[config.mk]
export PLATFORM = sky130hd
export DESIGN_NAME = instr_rom_monitor_flat
export DESIGN_NICKNAME = d
export VERILOG_FILES = /design/src/rtl/instr_rom_monitor_if.sv /design/src/rtl/instr_rom_monitor.sv /design/src/flat_wrapper.sv
export SDC_FILE = /design/constraint.sdc
export NUM_CORES = 2
export LEC_CHECK = 0
export BUFFER_PORTS_ARGS = -buffer_cell sky130_fd_sc_hd__buf_2
export CORE_ASPECT_RATIO = 1.75
export CORE_MARGIN = 5
export CORE_UTILIZATION = 43
export CTS_CLUSTER_SIZE = 24
export DETAILED_ROUTE_END_ITERATION = 16
export SETUP_SLACK_MARGIN = 0.5
export SYNTH_ARGS = -nofsm -noshare
export SYNTH_HDL_FRONTEND = slang
export SYNTH_SLANG_ARGS = --single-unit
[constraint.sdc]
create_clock -name clk -period 4.9 [get_ports clk]
set_input_delay 0.98 -clock clk [delete_from_list [all_inputs] [get_ports clk]]
set_output_delay 0.98 -clock clk [all_outputs]
set_load 0.1 [all_outputs]
[src/rtl/instr_rom_monitor_if.sv]
`default_nettype none
// ============================================================================
// Module   : instr_rom_monitor_if
// Brief    : Bus bundle between the CPU-level bench / core and the
//            instruction ROM monitor: program load port, fetch port,
//            $v0 observation and run-result flags.
// Revision : 1.0 - initial release
// ============================================================================
interface instr_rom_monitor_if #(
    parameter int DEPTH = 64
);
    localparam int IDX_W = $clog2(DEPTH);

    // Program load port
    logic             load_en;
    logic [IDX_W-1:0] load_index;
    logic [31:0]      load_data;

    // Run control
    logic             start;

    // Fetch port towards the CPU
    logic [31:0]      instr_address;
    logic [31:0]      instr_readdata;

    // End-of-program check
    logic [31:0]      register_v0;
    logic [31:0]      expected_v0;

    // Run result
    logic             done;
    logic             pass;
    logic             timeout;
    logic             bad_fetch;
    logic [31:0]      cycle_count;

    // Bench / CPU side
    modport master (
        output load_en, load_index, load_data, start,
               instr_address, register_v0, expected_v0,
        input  instr_readdata, done, pass, timeout, bad_fetch, cycle_count
    );

    // Monitor side
    modport slave (
        input  load_en, load_index, load_data, start,
               instr_address, register_v0, expected_v0,
        output instr_readdata, done, pass, timeout, bad_fetch, cycle_count
    );
endinterface
`default_nettype wire

[src/rtl/instr_rom_monitor.sv]
`default_nettype none
// ============================================================================
// Module   : instr_rom_monitor
// Brief    : Loadable instruction ROM decoded at the reset vector, plus a
//            run-control FSM that detects program halt (fetch from
//            HALT_ADDR), checks $v0 against an expected value and enforces
//            a cycle-count timeout.
// Options  : IROM_FETCH_CHECK_EN - when defined, out-of-range or misaligned
//            fetches during a run raise a sticky bad_fetch flag and force a
//            failing result at halt. When undefined, bad_fetch is tied low.
// Revision : 1.0 - initial release
// ============================================================================
module instr_rom_monitor #(
    parameter logic [31:0] RESET_VECTOR = 32'hBFC00000,
    parameter int          DEPTH        = 64,
    parameter logic [31:0] HALT_ADDR    = 32'h00000000,
    parameter int          TIMEOUT      = 256
) (
    input  logic                clk,
    input  logic                reset,       // asynchronous, active low
    input  logic                clk_enable,
    instr_rom_monitor_if.slave  bus
);

    localparam int          IDX_W          = $clog2(DEPTH);
    localparam logic [31:0] c_ROM_BYTES    = 32'(DEPTH) << 2;
    localparam logic [31:0] c_TIMEOUT_LAST = 32'(TIMEOUT - 1);
    localparam logic [31:0] c_TIMEOUT_CNT  = 32'(TIMEOUT);

    typedef enum logic [1:0] {
        ST_LOAD      = 2'd0,
        ST_RUN       = 2'd1,
        ST_HALTED    = 2'd2,
        ST_TIMED_OUT = 2'd3
    } state_t;

    // ------------------------------------------------------------------
    // Program store. Deliberately outside the reset domain so a reset in
    // the middle of a run keeps the loaded program.
    // ------------------------------------------------------------------
    logic [31:0] r_rom [DEPTH];

    // Write port: any state, only on enabled edges
    always_ff @(posedge clk) begin
        if (clk_enable && bus.load_en) begin
            r_rom[bus.load_index] <= bus.load_data;
        end
    end

    // ------------------------------------------------------------------
    // Fetch decode. The offset is taken modulo 2^32, so addresses below
    // the reset vector wrap to huge offsets and fall out of range on the
    // single unsigned compare.
    // ------------------------------------------------------------------
    logic [31:0]      w_offset;
    logic             w_in_range;
    logic [IDX_W-1:0] w_rom_index;
    logic             w_is_halt;

    assign w_offset    = bus.instr_address - RESET_VECTOR;
    assign w_in_range  = (w_offset < c_ROM_BYTES) && (w_offset[1:0] == 2'b00);
    assign w_rom_index = w_offset[IDX_W+1:2];
    assign w_is_halt   = (bus.instr_address == HALT_ADDR);

    // Combinational read; unmapped or misaligned fetches return a NOP
    always_comb begin
        bus.instr_readdata = 32'h0000_0000;
        if (w_in_range) begin
            bus.instr_readdata = r_rom[w_rom_index];
        end
    end

    // ------------------------------------------------------------------
    // Run-control state
    // ------------------------------------------------------------------
    state_t      r_state;
    state_t      w_state_nxt;
    logic        r_done;
    logic        w_done_nxt;
    logic        r_pass;
    logic        w_pass_nxt;
    logic        r_timeout;
    logic        w_timeout_nxt;
    logic [31:0] r_cycle_count;
    logic [31:0] w_cycle_count_nxt;
    logic        w_bad_flag;     // current sticky bad-fetch status

    // ------------------------------------------------------------------
    // Optional fetch checker
    // ------------------------------------------------------------------
`ifdef IROM_FETCH_CHECK_EN
    logic r_bad_fetch;
    logic w_bad_fetch_nxt;

    // Sticky flag: cleared when a run is (re)started, set by any stray
    // fetch seen while running. The halt fetch itself never counts.
    always_comb begin
        w_bad_fetch_nxt = r_bad_fetch;
        if ((r_state != ST_RUN) && bus.start) begin
            w_bad_fetch_nxt = 1'b0;
        end else if ((r_state == ST_RUN) && !w_is_halt && !w_in_range) begin
            w_bad_fetch_nxt = 1'b1;
        end
    end

    // Bad-fetch register, gated like all other state
    always_ff @(posedge clk or negedge reset) begin
        if (!reset) begin
            r_bad_fetch <= 1'b0;
        end else if (clk_enable) begin
            r_bad_fetch <= w_bad_fetch_nxt;
        end
    end

    assign w_bad_flag = r_bad_fetch;
`else
    assign w_bad_flag = 1'b0;
`endif

    // ------------------------------------------------------------------
    // Next-state and result logic. Halt is tested before the timeout
    // limit so that a halt on the last allowed cycle still reports a
    // normal completion. The counter only moves in RUN, so it is frozen
    // everywhere else and saturates at TIMEOUT.
    // ------------------------------------------------------------------
    always_comb begin
        w_state_nxt       = r_state;
        w_done_nxt        = r_done;
        w_pass_nxt        = r_pass;
        w_timeout_nxt     = r_timeout;
        w_cycle_count_nxt = r_cycle_count;

        case (r_state)
            ST_LOAD, ST_HALTED, ST_TIMED_OUT: begin
                if (bus.start) begin
                    w_state_nxt       = ST_RUN;
                    w_done_nxt        = 1'b0;
                    w_pass_nxt        = 1'b0;
                    w_timeout_nxt     = 1'b0;
                    w_cycle_count_nxt = 32'd0;
                end
            end

            ST_RUN: begin
                if (w_is_halt) begin
                    w_state_nxt = ST_HALTED;
                    w_done_nxt  = 1'b1;
                    w_pass_nxt  = (bus.register_v0 == bus.expected_v0)
                                  && !w_bad_flag;
                end else if (r_cycle_count == c_TIMEOUT_LAST) begin
                    w_state_nxt       = ST_TIMED_OUT;
                    w_done_nxt        = 1'b1;
                    w_timeout_nxt     = 1'b1;
                    w_pass_nxt        = 1'b0;
                    w_cycle_count_nxt = c_TIMEOUT_CNT;
                end else begin
                    w_cycle_count_nxt = r_cycle_count + 32'd1;
                end
            end

            default: begin
                w_state_nxt = ST_LOAD;
            end
        endcase
    end

    // State and result registers; clk_enable low freezes everything
    always_ff @(posedge clk or negedge reset) begin
        if (!reset) begin
            r_state       <= ST_LOAD;
            r_done        <= 1'b0;
            r_pass        <= 1'b0;
            r_timeout     <= 1'b0;
            r_cycle_count <= 32'd0;
        end else if (clk_enable) begin
            r_state       <= w_state_nxt;
            r_done        <= w_done_nxt;
            r_pass        <= w_pass_nxt;
            r_timeout     <= w_timeout_nxt;
            r_cycle_count <= w_cycle_count_nxt;
        end
    end

    assign bus.done        = r_done;
    assign bus.pass        = r_pass;
    assign bus.timeout     = r_timeout;
    assign bus.bad_fetch   = w_bad_flag;
    assign bus.cycle_count = r_cycle_count;

endmodule
`default_nettype wire

[src/flat_wrapper.sv]
// flat-port wrapper written by rule: the top's interface ports become plain ports
module instr_rom_monitor_flat 
#(
    parameter logic [31:0] RESET_VECTOR = 32'hBFC00000,
    parameter int          DEPTH        = 64,
    parameter logic [31:0] HALT_ADDR    = 32'h00000000,
    parameter int          TIMEOUT      = 256
)
  (clk, reset, clk_enable, bus_load_en, bus_load_index, bus_load_data, bus_start, bus_instr_address, bus_register_v0, bus_expected_v0, bus_instr_readdata, bus_done, bus_pass, bus_timeout, bus_bad_fetch, bus_cycle_count);
  instr_rom_monitor_if #(.DEPTH(DEPTH)) bus_i ();
  input  logic clk;
  input  logic reset;
  input  logic clk_enable;
  input wire logic [$bits(bus_i.load_en)-1:0] bus_load_en;
  input wire logic [$bits(bus_i.load_index)-1:0] bus_load_index;
  input wire logic [$bits(bus_i.load_data)-1:0] bus_load_data;
  input wire logic [$bits(bus_i.start)-1:0] bus_start;
  input wire logic [$bits(bus_i.instr_address)-1:0] bus_instr_address;
  input wire logic [$bits(bus_i.register_v0)-1:0] bus_register_v0;
  input wire logic [$bits(bus_i.expected_v0)-1:0] bus_expected_v0;
  output wire logic [$bits(bus_i.instr_readdata)-1:0] bus_instr_readdata;
  output wire logic [$bits(bus_i.done)-1:0] bus_done;
  output wire logic [$bits(bus_i.pass)-1:0] bus_pass;
  output wire logic [$bits(bus_i.timeout)-1:0] bus_timeout;
  output wire logic [$bits(bus_i.bad_fetch)-1:0] bus_bad_fetch;
  output wire logic [$bits(bus_i.cycle_count)-1:0] bus_cycle_count;
  assign bus_i.load_en = bus_load_en;
  assign bus_i.load_index = bus_load_index;
  assign bus_i.load_data = bus_load_data;
  assign bus_i.start = bus_start;
  assign bus_i.instr_address = bus_instr_address;
  assign bus_i.register_v0 = bus_register_v0;
  assign bus_i.expected_v0 = bus_expected_v0;
  assign bus_instr_readdata = bus_i.instr_readdata;
  assign bus_done = bus_i.done;
  assign bus_pass = bus_i.pass;
  assign bus_timeout = bus_i.timeout;
  assign bus_bad_fetch = bus_i.bad_fetch;
  assign bus_cycle_count = bus_i.cycle_count;
  instr_rom_monitor #(.RESET_VECTOR(RESET_VECTOR), .DEPTH(DEPTH), .HALT_ADDR(HALT_ADDR), .TIMEOUT(TIMEOUT)) u_core (.clk(clk), .reset(reset), .clk_enable(clk_enable), .bus(bus_i));
endmodule
* Word-level counts from Yosys, hierarchy flattened
Memories as Yosys holds them, arrays and structs flattened.
Cells that the tools add are included.
** Storage, ports and cells
- Register bits :: 37
- Bits in writable memories :: 2048
- Logic and storage cells :: 47
- Memories :: 1
** Memory list
- u_core.r_rom :: words 64, width 32, read ports 1, clocked after memory_dff 0, write ports 1, RTL line instr_rom_monitor.sv:41 : logic [31:0] r_rom [DEPTH];
** Operators by class
- Add/sub/neg operators :: 2
- $lt $le $gt $ge :: 1
- Equal/unequal tests :: 9
- Muxes and demuxes :: 20
- Reductions and logical operators :: 9
** Operators with widths (count)
- 32-bit 2-to-1 mux :: 4
- 32-bit case mux with 2 select lines :: 1
- 32-bit by 1-bit adder with 32-bit output, second input constant :: 1
- 32-bit == test :: 1
- 32-bit by 8-bit == test with 1-bit output, second input constant :: 1
- 32-bit zero test :: 1
- 32-bit by 9-bit less-than comparator with 1-bit output, second input constant :: 1
- 32-bit subtractor, second input constant :: 1
- 1-bit 2-to-1 mux :: 8
- 2-bit 2-to-1 mux :: 3
- 1-bit case mux with 2 select lines :: 3
- 3-bit AND reduction :: 2
- 2-bit == test, second input constant :: 2
- 2-bit zero test :: 2
- 2-bit != test, second input constant :: 2
- 2-bit case mux with 2 select lines :: 1
- 4-bit AND reduction :: 1
- 3-bit by 1-bit != test with 1-bit output, second input constant :: 1
- 3-bit OR reduction :: 1
- 2-bit by 1-bit == test with 1-bit output, second input constant :: 1
- 1-bit logical AND :: 2
- 2-bit by 1-bit != test with 1-bit output, second input constant :: 1

* Logic depth before layout (Yosys ltp)
- Depth in word-level cells :: 4
- Mapped depth :: 9
- Mapped depth without buffers :: 6

* Worst setup path after synthesis
Ideal clock, no wire load.
- Path kind :: input port to output port
- Start :: input port bus_instr_address[2]
- End :: output port bus_instr_readdata[13]
- Data arrival time :: 4.225 ns
- Required time :: 3.920 ns
- Path slack :: -0.305 ns
- Stages on the path :: 9
- Buffers on the path :: 4
- Cells stage by stage :: buf_6 -> buf_6 -> buf_4 -> nand2_1 -> clkbuf_1 -> o22ai_1 -> o221ai_1 -> a21oi_1 -> nor3_1
** On the way
- Longest elaborated chain between the ends :: 4
- Elaborated cells between the ends (all ways) :: 5
- Classes of those cells :: add/sub (1); order compare (1); mux (1); reduce/logical (1); memory (1)
** Ends and longest elaborated chain
- start, declared :: RTL line flat_wrapper.sv:18 : input wire logic [$bits(bus_i.instr_address)-1:0] bus_instr_address;
- 32-bit subtractor (*) :: RTL line instr_rom_monitor.sv:60 : assign w_offset = bus.instr_address - RESET_VECTOR;
- 32-bit by 9-bit less-than comparator with 1-bit output :: RTL line instr_rom_monitor.sv:61 : assign w_in_range = (w_offset < c_ROM_BYTES) && (w_offset[1:0] == 2'b00);
- 1-bit logical AND :: RTL line instr_rom_monitor.sv:61
- 32-bit 2-to-1 mux (*) :: RTL line instr_rom_monitor.sv:68 : if (w_in_range) begin
- end, declared :: RTL line flat_wrapper.sv:21 : output wire logic [$bits(bus_i.instr_readdata)-1:0] bus_instr_readdata;
Mark *: on every way between the ends. The rest lies on a longest branch, timed or not.

* Final worst setup path
- Start :: input port bus_instr_address[3]
- End :: output port bus_instr_readdata[10]
Same word-level chain as after synthesis.

==> summary.md <==
| Metric | Value |
|---|---|
| Outcome | `completed` |
| Vias in the first global route | `42100` |
| Crit path cell chain | `buf_8 > buf_12 > buf_12 > mux4_2 > a22oi_1 > a21boi_0 > o211a_1 > buf_12` |
| Worst Clk Skew | `0.0220 ns` |
| First DRT Iteration DRCs | `3379` |
| Worst EP arrival | `3.41 ns` |
| Area of the multi-input gates | `18200 um2` |
| Post-synth EDFFs | `2048` |
| Synth top area share | `0.758` |
| Worst VDD drop | `0.335 mV` |
| Routability cong. | `0.850` |
| Initial antenna violation count | `15` |
| CTS tree | `yes` |
| Aggregate global routing overflow | `0` |
| Vias after detailed routing | `40400` |
| Synth cell count leaders | `edfxtp_1 (2048), mux4_2 (430), mux2i_1 (205)` |
| Syn_area_per_cell | `21.3 um2` |
| Setup TNS | `0 ns` |
| Drt pass-1 iters | `5` |
| Std-Cell Rows | `211` |
| Register Area | `62400 um2` |
| Starting Density | `0.431` |
| Clock Tree Root | `clkbuf_16` |
| Clock buffer depth | `4` |
| Post-DR vias/cell | `5.92` |
| Synth async-reset ratio | `0.0173` |
| Largest net degree at the start of global routing | `65` |
| Post-DP HPWL | `130 mm` |
| Clock Latency Late Sink | `0.83 ns` |
| Synthesized cell area | `81200 um2` |
| Worst stage delay on the critical path | `0.62 ns` |
| Filler cell count | `15000` |
| Setup Viol. Count Final | `0` |
| Tcrit/Tclk final | `0.896` |
| Die Area | `198000 um2` |
| Sequential fraction of the synthesis area | `0.769` |
| Antenna-violating nets left | `0` |
| Tot GR Track Use | `0.208` |
| CTS Sinks | `2084` |
| Slew Viols, Final | `0` |
| Crit end category | `primary output` |
| Rel. slew slack | `0.118` |
| Crit Path Max Fanout | `49` |
| Tot Pwr | `36.0 mW` |
| DRC viols | `0` |
| Top-Level Pins | `207` |
| Synth Instances | `3809` |
| Synth Net Count | `3949` |
| MaxCap Viol Count | `0` |
| Synth area leader | `edfxtp_1` |
| Nets@finish | `4378` |
| Most numerous cell in the Yosys netlist | `edfxtp_1` |
| Die Span Y | `585 um` |
| Top cells by area, synth | `edfxtp_1 (76%), mux4_2 (12%), mux2i_1 (2.5%)` |
| First-pass GRT wire length | `303 mm` |
| Crit-path most repeated cell | `buf_12` |
| Final hold viol count | `0` |
| RSZ-0062 raised after global routing | `yes` |
| Yosys cell types | `58` |
| YS warnings | `0` |
| Core area | `188000 um2` |
| Crit-path slowest cell | `a21boi_0` |
| Per-cell routed wire length | `30.6 um` |
| Clk slew on worst S/H paths | `0.06 ns` |
| Required @ worst endpoint | `3.92 ns` |
| Routed WL | `209 mm` |
| H-tree depth | `4` |
| Worst hold slack | `0.262 ns` |
| CP Class | `in -> out` |
| Worst Setup Start Kind | `primary input` |
| Die width | `338 um` |
| Synth Register Bits | `2084` |
| Syn-to-layout area delta | `15.4%` |
| Slew at the pin closest to its max-slew limit | `1.32 ns` |
| IO Port Bufs | `205` |
| # hold bufs at CTS | `0` |
| Fmax | `228 MHz` |
| CTS Buf Count | `189` |
| Leakage | `30.2 nW` |
| Ys flop type | `edfxtp_1` |
| Tmin final | `4.39 ns` |
| Hold/Removal Path Class | `in -> async` |
| Setup Buffers After CTS | `0` |
| Power density over the cells | `385 nW/um2` |
| Layout cells sized above 1 | `0.301` |
-- power by group --
group	internal [mW]	leakage, nW	switching, mW
Clock	7.89	2.83	6.36
Combinational	0.734	8.41	1.34
Sequential	19.7	18.9	0.0408
-- final timing paths --
kind                                                             start                                     end  slack, ns  depth (start not counted)
worst max-delay path                              bus_instr_address[3]                  bus_instr_readdata[10]       0.51                          8
worst min-delay path                                             reset   u_core.bus.cycle_count[8]$_DFFE_PN0P_       0.26                          1
worst max register to register  u_core.bus.cycle_count[17]$_DFFE_PN0P_  u_core.bus.cycle_count[15]$_DFFE_PN0P_       1.98                          6
worst min register to register           u_core.r_state[0]$_DFFE_PN0P_           u_core.r_state[0]$_DFFE_PN0P_       0.52                          2
max in group asynchronous                                        reset  u_core.bus.cycle_count[30]$_DFFE_PN0P_       4.05                          1
min in group clk                         u_core.r_state[0]$_DFFE_PN0P_           u_core.r_state[0]$_DFFE_PN0P_       0.52                          2
-- layout make-up --
type | count | share of cell area
multi-input cells | 1493 | 0.194
inverters | 10 | 0.000454
diodes | 6 | 0.000160
flip-flops and latches | 2084 | 0.666
clock buffers | 238 | 0.0534
well taps | 2449 | 0.0327
clock inverters | 94 | 0.00839
repair buffers | 460 | 0.0440
-- routing by layer --
layer | GRT usage | part of all wire | vias to the layer above
met5 | 0 | 0.00012 | -
met4 | 0.0534 | 0.025 | 4
met2 | 0.386 | 0.54 | 1311
met3 | 0.0270 | 0.051 | 305
li1 | - | - | 17000
met1 | 0.259 | 0.38 | 21900
-- cells by family after synthesis --
kind of cell | after synthesis | synth area share
flops | 2084 | 0.769
mux | 703 | 0.154
compound gates | 412 | 0.0374
simple gates | 344 | 0.0209
buf+inv | 232 | 0.0152
xor+xnor | 32 | 0.00345
fa+ha+maj | 1 | 0.000154
other cells | 1 | 0.0000462
-- flip-flops by register name, summed over array words and instances (netlist names) --
name / cells
u_core.bus.timeout: 1
u_core.bus.pass: 1
u_core.bus.done: 1
u_core.r_rom: 2048
u_core.bus.cycle_count: 32
u_core.r_state: 1
-- layout by cell type (no fill, tap or decap), drive strengths merged, types with 7 or more instances in the layout --
| cell type | netlist | layout |
|---|---|---|
| a21boi | 12 | 12 |
| a21oi | 58 | 58 |
| a221o | 33 | 33 |
| a221oi | 61 | 61 |
| a22oi | 82 | 82 |
| buf | 140 | 455 |
| bufinv | 0 | 13 |
| clkbuf | 82 | 242 |
| clkinv | 0 | 73 |
| dfrtp | 36 | 36 |
| edfxtp | 2048 | 2048 |
| inv | 10 | 13 |
| mux2 | 68 | 68 |
| mux2i | 205 | 205 |
| mux4 | 430 | 430 |
| nand2 | 103 | 103 |
| nand2b | 15 | 15 |
| nand3 | 26 | 26 |
| nand4 | 21 | 21 |
| nor2 | 80 | 80 |
| nor2b | 7 | 7 |
| nor3 | 29 | 29 |
| nor4 | 18 | 18 |
| o211a | 15 | 15 |
| o211ai | 15 | 15 |
| o21ai | 44 | 44 |
| o221ai | 16 | 16 |
| o22ai | 43 | 43 |
| o31ai | 17 | 17 |
| or3 | 9 | 9 |
| or4 | 16 | 16 |
| xnor2 | 16 | 16 |
| xor2 | 16 | 16 |
-- metrics by stage --
| stage | utilization | setup WS [ns] | cell area [um2] | cells |
|---|---|---|---|---|
| global placement | 0.465 | 0.209 | 87600 | 6494 |
| finish | 0.497 | 0.507 | 93600 | 6834 |
| floorplan | - | 0.547 | 81200 | 3809 |
| CTS | 0.497 | 0.502 | 93500 | 6827 |
| global route | 0.497 | 0.438 | 93600 | 6831 |
| detailed placement | 0.465 | 0.213 | 87600 | 6494 |
-- repair_timing --
item                                    4_1_cts  5_1_grt
cloned                                        1        1
endpoints found under the setup margin       29       19
resized for setup                            32       18
-- worst max-delay path: cells and delay by family --
kind	cells	cell delay, ns
buffers and inverters	4	0.99
muxes	1	0.29
AOI/OAI and AO/OA	3	1.05
No activity file was read; power rests on OpenSTA's default activity.
